==> config.mk <==
export PLATFORM = sky130hd
export DESIGN_NAME = gcm_ghash_digit
export DESIGN_NICKNAME = d
export VERILOG_FILES = /design/src/rtl/gcm_ghash_digit.sv
export SDC_FILE = /design/constraint.sdc
export NUM_CORES = 2
export LEC_CHECK = 0
export ABC_AREA = 1
export ABC_CLOCK_PERIOD_IN_PS = 4150
export CORE_MARGIN = 2
export CORE_UTILIZATION = 35
export DETAILED_ROUTE_END_ITERATION = 8
export PLACE_DENSITY_LB_ADDON = 0.1
export SLEW_MARGIN = 20
export SYNTH_ARGS = -nofsm -noshare
export SYNTH_HDL_FRONTEND = slang
export SYNTH_HIERARCHICAL = 1
export SYNTH_SLANG_ARGS = --single-unit
==> constraint.sdc <==
create_clock -name clk -period 4.15 [get_ports clk]
set_input_delay 1.245 -clock clk [delete_from_list [all_inputs] [get_ports clk]]
set_output_delay 1.245 -clock clk [all_outputs]
set_load 0.03 [all_outputs]
==> src/rtl/gcm_ghash_digit.sv <==
// gcm_ghash_digit: GHASH core for AES-GCM, Y <= (Y ^ X) * H in GF(2^128),
// bit-reflected convention, digit-serial multiplier consuming DIGIT_W
// multiplier bits per clock (128/DIGIT_W compute cycles per block).
// Optional feature macro: GHASH_BLOCK_CNT_EN adds a 32-bit blk_cnt output
// counting completed blocks since reset/init.

// One bit-serial GHASH step: conditionally fold V into Z, then V = V * x.
module ghash_step (
  input  logic         a_bit,
  input  logic [127:0] z_in,
  input  logic [127:0] v_in,
  output logic [127:0] z_out,
  output logic [127:0] v_out
);
  localparam logic [127:0] R = {8'hE1, 120'b0};

  assign z_out = a_bit ? (z_in ^ v_in) : z_in;
  assign v_out = {1'b0, v_in[127:1]} ^ (v_in[0] ? R : 128'b0);
endmodule

module gcm_ghash_digit #(
  parameter int DIGIT_W = 4
) (
  input  logic         clk,
  input  logic         reset_n,
  input  logic         init,
  input  logic         next,
  input  logic [127:0] h,
  input  logic [127:0] x,
  output logic [127:0] y,
  output logic         ready,
  output logic         done
`ifdef GHASH_BLOCK_CNT_EN
  ,
  output logic [31:0]  blk_cnt
`endif
);
  localparam int NCYC = 128 / DIGIT_W;
  localparam int CW   = $clog2(NCYC);

  generate
    if (DIGIT_W != 1 && DIGIT_W != 2 && DIGIT_W != 4 &&
        DIGIT_W != 8 && DIGIT_W != 16) begin : g_bad_digit
      $error("gcm_ghash_digit: DIGIT_W must be 1, 2, 4, 8 or 16");
    end
  endgenerate

  typedef enum logic {IDLE, BUSY} state_t;

  state_t          state;
  logic [127:0]    h_reg;
  logic [127:0]    a_reg;  // multiplier operand, MSB = next GCM bit to consume
  logic [127:0]    v_reg;  // H * x^i for the current bit position
  logic [127:0]    z_reg;  // partial product, only copied to y when complete
  logic [CW-1:0]   cnt;

  // Unrolled digit: DIGIT_W chained single-bit steps per clock.
  logic [DIGIT_W:0][127:0] z_ch;
  logic [DIGIT_W:0][127:0] v_ch;

  assign z_ch[0] = z_reg;
  assign v_ch[0] = v_reg;

  generate
    for (genvar g = 0; g < DIGIT_W; g++) begin : g_step
      ghash_step u_step (
        .a_bit (a_reg[127-g]),
        .z_in  (z_ch[g]),
        .v_in  (v_ch[g]),
        .z_out (z_ch[g+1]),
        .v_out (v_ch[g+1])
      );
    end
  endgenerate

  // Control FSM plus datapath registers; y only changes on init or completion.
  always_ff @(posedge clk) begin
    if (!reset_n) begin
      state   <= IDLE;
      y       <= '0;
      h_reg   <= '0;
      a_reg   <= '0;
      v_reg   <= '0;
      z_reg   <= '0;
      cnt     <= '0;
      ready   <= 1'b1;
      done    <= 1'b0;
`ifdef GHASH_BLOCK_CNT_EN
      blk_cnt <= '0;
`endif
    end else begin
      done <= 1'b0;
      case (state)
        IDLE: begin
          if (init) begin
            // init wins over a simultaneous next; the block is dropped
            h_reg   <= h;
            y       <= '0;
`ifdef GHASH_BLOCK_CNT_EN
            blk_cnt <= '0;
`endif
          end else if (next) begin
            a_reg <= y ^ x;
            v_reg <= h_reg;
            z_reg <= '0;
            cnt   <= '0;
            ready <= 1'b0;
            state <= BUSY;
          end
        end
        BUSY: begin
          z_reg <= z_ch[DIGIT_W];
          v_reg <= v_ch[DIGIT_W];
          a_reg <= a_reg << DIGIT_W;
          cnt   <= cnt + 1'b1;
          if (cnt == CW'(NCYC - 1)) begin
            y       <= z_ch[DIGIT_W];
            ready   <= 1'b1;
            done    <= 1'b1;
            state   <= IDLE;
`ifdef GHASH_BLOCK_CNT_EN
            blk_cnt <= blk_cnt + 32'd1;
`endif
          end
        end
        default: state <= IDLE;
      endcase
    end
  end
endmodule
==> impl_metrics.tcl <==
set metrics [dict create \
    fin_nets 7837 \
    fin_worst_skew_ns 0.02049 \
    worst-path-stages 1 \
    crit_required_ns 2.90 \
    drtIter0Drc 3012 \
    routedWlPerCell_um 14.77 \
    reg2regPathDepth 10 \
    numCtsBuffers 81 \
    io-pin-count 390 \
    grt_max_degree 207 \
    row_count 131 \
    synthesis.area_um2 44870 \
    rsz0062_at_grt "no" \
    path_cells "clkdlybuf4s50_1" \
    total_power_uw 16320 \
    synth_cell_type_count 22 \
    maxSlewHeadroom_pct 29.25 \
    clock_latency_ns 0.65 \
    power_density_nw_per_um2 334.5 \
    cap_violations 0 \
    crit_slowest_cell "clkdlybuf4s50_1" \
    ys_seq_area_share_pct 28.91 \
    antenna_found_initial 5 \
    p_leak_uw 0.02421 \
    vias_per_cell 4.561 \
    synth_nets 8186 \
    avgSynthCellArea_um2 5.663 \
    synth_edf_count 0 \
    fin_setup_tns_ns 0 \
    drv_slew 0 \
    die_area_um2 131100 \
    synth_area_leaders "dfxtp_1, nand2_1, inv_1" \
    crit_fanout 4 \
    place.detailed.hpwl_um 91470 \
    cts_tree "built" \
    cts_resized 0 \
    min_path_cells 2 \
    critPathArrivalTime_ns 1.95 \
    fin_crit_ns 3.199 \
    gr-total-overflow 0 \
    cp_num_buf_inv 1 \
    hold_class "reg2reg" \
    clkSinkCount 648 \
    min-delay-start "h_reg[47]$_SDFFE_PN0P_" \
    grt_pass1_wl_um 215200 \
    r2r-start "cnt[0]$_SDFFE_PN0P_" \
    fmax_mhz 312.6 \
    route.detailed.drc 0 \
    layout_common_cells "nand2_1, inv_1, nand3_1" \
    synth.largest_area_cell "dfxtp_1" \
    cp-start-kind "flip-flop" \
    netlist.area_leader.share_pct 28.91 \
    async_reset_ff_share_pct 0 \
    dieWidth_um 362.1 \
    grt_pass1_vias 37587 \
    setup-violations-final 0 \
    critPathMaxStageDelay_ns 0.75 \
    ir_drop_mv 0.2559 \
    synth-main-ff-cell "dfxtp_1" \
    dr.pass1.iters 9 \
    portBuffers 389 \
    finish.utilization_pct 38.31 \
    grt_usage_pct 20.48 \
    postSynthCellCount 7923 \
    finalCritPeriodShare_pct 77.08 \
    syn_to_final_growth_pct 8.731 \
    ys_ff_latch 648 \
    status "finished, final reports clean" \
    startpoint "y[54]$_SDFFE_PN0P_" \
    post_cts_buffers 0 \
    cts_buffer_depth 3 \
    ant_nets 0 \
    vias 42425 \
    critPathCaptureType "output port" \
    yosysWarnings 6 \
    core_um2 127400 \
    path_delay_family "buffers and inverters" \
    clockRootBuffer "clkbuf_16" \
    cts.reportedPaths.clkPinSlew_ns 0.06 \
    gp_congestion 0.7933 \
    hold_violations 0 \
    layout_commonest_cell "nand2_1" \
    path_class "reg2out" \
    die_h_um 362.1 \
    wirelength_um 137300 \
    worst_pin_slew_ns 1.061 \
    cts-hold-fix-buffers 0 \
    cts_max_level 3 \
    start_util_pct 35.23 \
    final_layout_size_suffix_gt1_share_pct 2.933 \
]
## where the power goes
part	internal, µW	total, µW	switching [µW]
registers	6450	6740	288
logic	657	1920	1260
clock network	4650	7660	3010
## cell usage after synthesis, types with 11 or more instances
cell type / number
clkinv_1: 11
clkbuf_1: 98
inv_1: 1472
xor2_1: 16
nand3_1: 763
buf_4: 612
o21ai_0: 190
nor2_1: 295
buf_1: 19
dfxtp_1: 648
buf_2: 165
o21ai_1: 69
a21oi_1: 521
nand2_1: 3027
## logic make-up after synthesis
| kind of cell | Yosys count | share of synthesized area (%) |
|---|---|---|
| and+or+nand+nor | 4091 | 36.41 |
| buffers and inverters | 2384 | 25.56 |
| AOI/OAI and AO/OA | 781 | 8.717 |
| DFF | 648 | 28.91 |
| xor gates and xnor gates | 16 | 0.3123 |
| adders and majority gates | 3 | 0.08366 |
## final cells by class
class | instances | area, µm²
Antenna cell | 2 | 5.005
Clock buffer | 115 | 2402
Clock inverter | 31 | 434.2
Fill cell | 13975 | 78570
Inverter | 1488 | 5613
Multi-Input combinational cell | 4891 | 20480
Sequential cell | 648 | 12990
Tap cell | 1662 | 2079
Timing Repair Buffer | 464 | 4787
## worst paths after layout
kind	end	slack [ns]
worst min register to register	h_reg[47]$_SDFFE_PN0P_	0.45
worst min-delay path	h_reg[47]$_SDFFE_PN0P_	0.45
worst max register to register	y[85]$_SDFFE_PN0P_	1.49
worst max-delay path	y[54]	0.95
## metrics by stage
| step | worst slack [ns] | instance area, µm² | hold WS (ns) | std cells |
|---|---|---|---|---|
| 5_1_grt | 0.8972 | 48780 | 0.4634 | 9299 |
| 3_5_place_dp | 0.5347 | 45950 | 0.4388 | 9153 |
| 4_1_cts | 0.9205 | 48780 | 0.4479 | 9299 |
| 6_report | 0.9511 | 48790 | 0.4473 | 9301 |
| 2_1_floorplan | 1.978 | 44870 | 0.4245 | 7923 |
| 3_3_place_gp | 0.5833 | 45920 | 0.4339 | 9152 |
## layer usage
| layer | GRT usage (%) | vias to the layer above | share of wire [%] |
|---|---|---|---|
| met1 | 28.02 | 19093 | 47 |
| met5 | 0 | - | 0.0095 |
| met2 | 33.55 | 735 | 45 |
| li1 | - | 22434 | - |
| met3 | 2.720 | 161 | 4.4 |
| met4 | 5.809 | 2 | 2.8 |
No activity file was read; power rests on OpenSTA's default activity.
